==> config.mk <==
export PLATFORM = sky130hd
export DESIGN_NAME = comparator_8bit_core_flat
export DESIGN_NICKNAME = d
export VERILOG_FILES = /design/src/rtl/comparator_8bit_pkg.sv /design/src/rtl/comparator_8bit_core_if.sv /design/src/rtl/comparator_8bit_mag_cmp_4bit.sv /design/src/rtl/comparator_8bit_core.sv /design/src/flat_wrapper.sv
export SDC_FILE = /design/constraint.sdc
export NUM_CORES = 1
export LEC_CHECK = 0
export CORE_ASPECT_RATIO = 1.4
export CORE_MARGIN = 8
export CORE_UTILIZATION = 44
export DETAILED_ROUTE_END_ITERATION = 12
export PLACE_DENSITY = 0.77
export SYNTH_ARGS = -nofsm -noshare
export SYNTH_HDL_FRONTEND = slang
export SYNTH_SLANG_ARGS = --single-unit
==> constraint.sdc <==
create_clock -name clk -period 1 [get_ports clk]
set_input_delay 0.1 -clock clk [delete_from_list [all_inputs] [get_ports clk]]
set_output_delay 0.1 -clock clk [all_outputs]
set_load 0.01 [all_outputs]
==> src/rtl/comparator_8bit_pkg.sv <==
// Shared types and constants for the registered 8-bit min/max comparator.
// Optional build macro: COMPARATOR_8BIT_SIGNED_EN (two's-complement compare mode).
package comparator_8bit_pkg;

    localparam int WIDTH  = 8;
    localparam int NIBBLE = 4;

    typedef logic [WIDTH-1:0] data_t;

    typedef struct packed {
        logic gt;
        logic eq;
    } cmp_flags_t;

    // The high nibble decides unless it is equal; then the low nibble decides.
    function automatic cmp_flags_t merge_flags(input cmp_flags_t hi, input cmp_flags_t lo);
        cmp_flags_t r;
        r.gt = hi.gt | (hi.eq & lo.gt);
        r.eq = hi.eq & lo.eq;
        return r;
    endfunction

endpackage

==> src/rtl/comparator_8bit_core_if.sv <==
// Operand/result bundle for comparator_8bit_core.
// Optional build macro: COMPARATOR_8BIT_SIGNED_EN adds signed_mode.
//
// Handshake: in_valid=1 means A/B (and signed_mode) are valid and are accepted
// on that rising edge; there is no ready, every valid cycle is taken.
// out_valid=1 for exactly one cycle per accepted pair, one edge after sampling;
// Min/Max/a_gt_b/a_eq_b hold their last values while out_valid=0.
interface comparator_8bit_core_if;
    import comparator_8bit_pkg::*;

    logic  in_valid;
    data_t A;
    data_t B;
`ifdef COMPARATOR_8BIT_SIGNED_EN
    logic  signed_mode;
`endif
    logic  out_valid;
    data_t Min;
    data_t Max;
    logic  a_gt_b;
    logic  a_eq_b;

    modport master (
        output in_valid, A, B,
`ifdef COMPARATOR_8BIT_SIGNED_EN
        output signed_mode,
`endif
        input  out_valid, Min, Max, a_gt_b, a_eq_b
    );

    modport slave (
        input  in_valid, A, B,
`ifdef COMPARATOR_8BIT_SIGNED_EN
        input  signed_mode,
`endif
        output out_valid, Min, Max, a_gt_b, a_eq_b
    );

endinterface

==> src/rtl/comparator_8bit_mag_cmp_4bit.sv <==
// Purely combinational 4-bit unsigned magnitude compare.
module mag_cmp_4bit (
    input  logic [3:0] a,
    input  logic [3:0] b,
    output logic       gt,
    output logic       eq
);

    assign gt = (a > b);
    assign eq = (a == b);

endmodule

==> src/rtl/comparator_8bit_core.sv <==
// Registered 8-bit min/max comparator built from two cascaded nibble compares.
// Optional build macro: COMPARATOR_8BIT_SIGNED_EN enables two's-complement mode
// via bus.signed_mode; without it the compare is always unsigned.
module comparator_8bit_core
    import comparator_8bit_pkg::*;
#(
    parameter int WIDTH = 8
) (
    input  logic                  clk,
    input  logic                  rst_n,
    comparator_8bit_core_if.slave bus
);

    // Compare keys: the operands, with the MSB flipped in signed mode so that
    // an unsigned magnitude compare orders two's-complement values correctly.
    logic [WIDTH-1:0] a_key;
    logic [WIDTH-1:0] b_key;
    cmp_flags_t       hi_flags;
    cmp_flags_t       lo_flags;
    cmp_flags_t       flags;

    // Build the compare keys from the raw operands.
    always_comb begin
        a_key = bus.A;
        b_key = bus.B;
`ifdef COMPARATOR_8BIT_SIGNED_EN
        if (bus.signed_mode) begin
            a_key[WIDTH-1] = ~bus.A[WIDTH-1];
            b_key[WIDTH-1] = ~bus.B[WIDTH-1];
        end
`endif
    end

    mag_cmp_4bit u_cmp_hi (
        .a  (a_key[WIDTH-1 -: NIBBLE]),
        .b  (b_key[WIDTH-1 -: NIBBLE]),
        .gt (hi_flags.gt),
        .eq (hi_flags.eq)
    );

    mag_cmp_4bit u_cmp_lo (
        .a  (a_key[NIBBLE-1:0]),
        .b  (b_key[NIBBLE-1:0]),
        .gt (lo_flags.gt),
        .eq (lo_flags.eq)
    );

    assign flags = merge_flags(hi_flags, lo_flags);

    // Register results for each accepted pair; hold them while idle.
    // Min/Max take the original bytes, never the MSB-flipped keys.
    always_ff @(posedge clk or negedge rst_n) begin
        if (!rst_n) begin
            bus.out_valid <= 1'b0;
            bus.Min       <= '0;
            bus.Max       <= '0;
            bus.a_gt_b    <= 1'b0;
            bus.a_eq_b    <= 1'b0;
        end else begin
            bus.out_valid <= bus.in_valid;
            if (bus.in_valid) begin
                bus.Min    <= flags.gt ? bus.B : bus.A;
                bus.Max    <= flags.gt ? bus.A : bus.B;
                bus.a_gt_b <= flags.gt;
                bus.a_eq_b <= flags.eq;
            end
        end
    end

endmodule

==> src/flat_wrapper.sv <==
// flat-port wrapper written by rule: the top's interface ports become plain ports
module comparator_8bit_core_flat import comparator_8bit_pkg::*;
#(
    parameter int WIDTH = 8
)
  (clk, rst_n, bus_in_valid, bus_A, bus_B, bus_out_valid, bus_Min, bus_Max, bus_a_gt_b, bus_a_eq_b);
  comparator_8bit_core_if bus_i ();
  input  logic clk;
  input  logic rst_n;
  input wire logic [$bits(bus_i.in_valid)-1:0] bus_in_valid;
  input wire logic [$bits(bus_i.A)-1:0] bus_A;
  input wire logic [$bits(bus_i.B)-1:0] bus_B;
  output wire logic [$bits(bus_i.out_valid)-1:0] bus_out_valid;
  output wire logic [$bits(bus_i.Min)-1:0] bus_Min;
  output wire logic [$bits(bus_i.Max)-1:0] bus_Max;
  output wire logic [$bits(bus_i.a_gt_b)-1:0] bus_a_gt_b;
  output wire logic [$bits(bus_i.a_eq_b)-1:0] bus_a_eq_b;
  assign bus_i.in_valid = bus_in_valid;
  assign bus_i.A = bus_A;
  assign bus_i.B = bus_B;
  assign bus_out_valid = bus_i.out_valid;
  assign bus_Min = bus_i.Min;
  assign bus_Max = bus_i.Max;
  assign bus_a_gt_b = bus_i.a_gt_b;
  assign bus_a_eq_b = bus_i.a_eq_b;
  comparator_8bit_core #(.WIDTH(WIDTH)) u_core (.clk(clk), .rst_n(rst_n), .bus(bus_i));
endmodule
### Word level (Yosys, flattened, before mapping)

Index checks and enable logic that the tools add are counted.

* order comparisons: 2
* equal/unequal tests: 2
* mux-type cells: 2
* bitwise gates (word level): 3

Operator list (count)
* $mux W8: 2
* $eq A4 B4 Y1: 2
* $gt A4 B4 Y1: 2
* $and A1 B1 Y1: 2
* $or A1 B1 Y1: 1

* output and inout port bits: 19
* input bits: 19
* flip-flop bits (word level): 19

### Logic depth before layout (Yosys ltp)

* depth in word-level cells: 4
* depth in mapped cells: 8
* depth with buffers taken out: 7

### Hierarchy

From an unflattened synthesis, not the netlist that was laid out.

* cells, all modules: 122
* area, all modules: 1062.3 um2

Modules (own cells, without submodules)
* comparator_8bit_core: cells each 96, sequential area each 475.5 um2, area an instance 844.6 um2, instances 1
* mag_cmp_4bit: cells each 13, sequential area each 0.0 um2, area an instance 108.9 um2, instances 2

### Worst setup path after synthesis

Ideal clock, no wire load.

* path kind: input to register
* from: input bus_B[3]
* to: register u_core.bus.Max[0]
* required time: 859 ps
* path buffers: 1
* cell stages on the path: 8
* arrival: 1241 ps
* slack: -382 ps
* cell sequence: inv_1 -> ha_1 -> a21o_1 -> a21oi_1 -> nand2_1 -> buf_4 -> nand3_1 -> a31oi_1

* word-level cells in the longest chain between the ends: 4

RTL lines
* start: declaration: RTL line flat_wrapper.sv:12 `input wire logic [$bits(bus_i.B)-1:0] bus_B;`
* $gt A4 B4 Y1: RTL line comparator_8bit_mag_cmp_4bit.sv:9 `assign gt = (a > b);`
* $and A1 B1 Y1: RTL line comparator_8bit_pkg.sv:18 `r.gt = hi.gt | (hi.eq & lo.gt);`
* $or A1 B1 Y1: RTL line comparator_8bit_pkg.sv:18
* $mux W8: RTL line comparator_8bit_core.sv:63 `bus.Max <= flags.gt ? bus.A : bus.B;`
* end signal: assignment: RTL line comparator_8bit_core.sv:63
* end: declaration: RTL line comparator_8bit_core_if.sv:36 `output out_valid, Min, Max, a_gt_b, a_eq_b`

No other way between the ends.
A chain may end at the register's enable or synchronous reset.

### Worst setup path in the final report

* from: input bus_B[4]
* to: register u_core.bus.Min[1]

* word-level cells in the longest chain between the ends: 4

RTL lines
* branches (longest 2 deep; another with $gt A4 B4 Y1)
* $or A1 B1 Y1 *: RTL line comparator_8bit_pkg.sv:18
* $mux W8 *: RTL line comparator_8bit_core.sv:62 `bus.Min <= flags.gt ? bus.B : bus.A;`
* end signal: assignment: RTL line comparator_8bit_core.sv:62
* end: declaration: RTL line comparator_8bit_core_if.sv:36

Every way passes the cells marked *.

==> run metrics <==
run status finished, violations left; core footprint 2390 um^2; Seq/Total Area, Yosys around 43%; M1 WL 1.99 mm; Vias/cell 6.15; largest family of logic cells by synthesized area compound AO/OA/AOI/OAI gates; Setup violations, final 17; post-synthesis cell type count 26; Layout Nets 234; Final ANT Viol Nets 0; cell area after synthesis 1110 um^2; HPWL Detailed about 2.6 mm; Post-Synth Adder-Cell Area 9.00%; Slew headroom 65.1%; Slew Viols, Final 0; HP Class in -> async; static leakage power between 0.9 and 1 nW; Placement Rows 21; full die area 4420 um^2; Setup crit start kind primary input; maximum VDD drop 799 uV; Synth Register Bits 19; Worst setup EP type flop; gp weighted congestion approximately 0.84; clk slew on worst S/H paths 0.11 ns; IO buf count 37; final setup margin -0.341 ns; width of the die ~58 um; Synth Area in Simple Gates 17.7%; CTS Buffer Depth 2; vias in the first global route 1517; largest fanout on the critical path 8; TritonCTS clock tree built; Max Cap Viol 0; CTS root buf clkbuf_4; Final Hold Viols 0; routed length per placed instance 23.2 um; Layout fillers between 100 and 150; RSZ-0062 raised after global routing true; CTS sink count 19; Register Area 475 um^2; Initial Utilization 46.5%; critical path arrival 1.56 ns; Area Overhead vs Synth 91.1%; Cell Area, Placed 1770 um^2; top cell type's share of synthesized area 42.7%; sw frac 36.4%; GR Util All Layers 22.8%; Ant. Diodes 0; Net Sw Power around 940 uW; Gate power share 48.3%; WL met2 3.00 mm; Pint 1.64 mW; post-synthesis mux area share 1.01%; total power between 2 and 3 mW; met3 wire len between 300 and 400 um; Yosys top cell by area dfrtp_1; DRT iter0 DRCs around 130; top post-synthesis cells by area dfrtp_1, a31oi_1, ha_1, nand3_1, nor2_1; clock share of power 15.6%; layout cell share with drive strength beyond 1 about two thirds; Pre-Repair DR Iteration Count 4; Skew-Pair Late Insertion Delay 0.30 ns; Synth Area in XOR/XNOR 0%; Post-Syn Instances 127; slew at the pin closest to its max-slew limit roughly 0.52 ns; worst clock skew 0 ns; final instance area 2130 um^2; CTS buffer count 3; H-tree levels 1; post-synthesis compound-gate area fraction 22.0%; WL final between 5 and 6 mm; DIE HEIGHT 75.5 um; PD cells 1220 nW/um^2; Ports 38; failing checks negative setup slack; Avg Synthesized Cell Area 8.76 um^2; hold buffer count at CTS 0; Final period util 134%; maximum number of pins on one net before global-route repair 24; Sequential Power Share 36.1%; Synth Warn # 0; first-pass GRT wire length 7.65 mm; initial antenna violation count 0; Highest Signal Layer met4; Finished Core Util 88.9%; Multi-input gate area between 800 and 900 um^2; WP data required 1.22 ns; post-synth net total 154; vias 1475; DRC 0; pre-CTS setup slack -1.12 ns; Final Critical Period 1.34 ns; fmax 745 MHz; Crit Path Category in -> reg; GR Overflow Total 0
==> Yosys cell counts (all sizes together) <==
| cell | instances |
|---|---|
| ha | 8 |
| nor2 | 17 |
| or2 | 1 |
| o2111ai | 1 |
| nor2b | 1 |
| mux2 | 1 |
| nand4 | 2 |
| a21o | 2 |
| clkbuf | 4 |
| o21ai | 18 |
| a31oi | 16 |
| nor3 | 1 |
| a21oi | 3 |
| and2 | 1 |
| dfrtp | 19 |
| inv | 10 |
| nand3 | 17 |
| buf | 4 |
| nand2 | 1 |
==> placed cells by master, fill, tap and decap left out, drive strengths merged <==
cell type | synthesis | final
a21oi | 3 | 3
nand4 | 2 | 2
mux2 | 1 | 1
o21ai | 18 | 18
nand3 | 17 | 17
clkdlybuf4s50 | 0 | 2
dfrtp | 19 | 19
nor2b | 1 | 1
or2 | 1 | 1
o2111ai | 1 | 1
clkbuf | 4 | 5
nand2 | 1 | 2
ha | 8 | 8
a21o | 2 | 3
nor2 | 17 | 17
inv | 10 | 10
buf | 4 | 77
and2 | 1 | 2
nor3 | 1 | 1
a31oi | 16 | 16
==> repair_timing <==
item	CTS	global route
resized for setup	184	26
buffers inserted	18	3
cloned	4	0
setup endpoints to repair	37	17
pin swaps	37	16
==> final timing paths <==
| check | from | end | slack, ns | cells after the start |
|---|---|---|---|---|
| min in group clk | bus_B[5] | u_core.bus.Min[5] | 0.18 | 4 |
| setup reg to reg | u_core.bus.Max[0] | u_core.bus.Max[0] | 0.07 | 3 |
| max in group asynchronous | rst_n | u_core.bus.Min[6] | 0.72 | 2 |
| hold reg to reg | u_core.bus.a_eq_b | u_core.bus.a_eq_b | 0.53 | 1 |
| setup / recovery | bus_B[4] | u_core.bus.Min[1] | -0.34 | 7 |
| hold / removal | rst_n | u_core.bus.Min[5] | 0.15 | 2 |
==> state kept, by name, summed over array words and instances, names as in the netlist <==
signal                flops
u_core.bus.a_gt_b         1
u_core.bus.a_eq_b         1
u_core.bus.Min            8
u_core.bus.out_valid      1
u_core.bus.Max            8
==> through the flow <==
step / TNS (ns) / cells / hold slack, ns
CTS: -2.25 / 237 / 0.141
finish: -3.99 / 240 / 0.152
detailed placement: -18.76 / 211 / 0.480
floorplan: -4.37 / 127 / -0.196
global route: -4.50 / 240 / 0.147
global placement: -17.02 / 211 / 0.457
==> logic make-up after synthesis <==
| family | Yosys count |
|---|---|
| buffers and inverters | 18 |
| adder cells (fa/ha/maj) | 8 |
| AND/OR/NAND/NOR | 41 |
| AO/OA/AOI/OAI | 40 |
| flip-flops | 19 |
| multiplexers | 1 |
==> final cells by class <==
cell class | count | area share (%)
multi-input cells | 93 | 40.3
inverters | 10 | 2.83
well taps | 34 | 2.00
flip-flops and latches | 19 | 22.4
clock buffers | 4 | 1.24
repair buffers | 80 | 31.3
==> layer usage <==
metal  global-route usage, %  vias up
met5                       0        -
met4                    13.9        0
met3                    2.70       30
met2                    42.8       95
met1                    23.6      722
li1                        -      628
==> worst max-delay path, stage by stage <==
cell and delay (ns):
buf_6 0.10, ha_4 0.26, nand4_1 0.20, a21oi_4 0.25, and2_4 0.27, o21ai_0 0.15
a31oi_1 0.23
==> power by group through the flow <==
stage          clock [mW]  combinational [mW]  sequential, mW
4_1_cts             0.406                1.08           0.923
2_1_floorplan           0               0.383           0.994
5_1_grt             0.433                1.31           0.943
3_3_place_gp            0               0.866           0.944
6_report            0.402                1.25           0.933
3_5_place_dp            0               0.894           0.948
No activity file was read; power rests on OpenSTA's default activity.
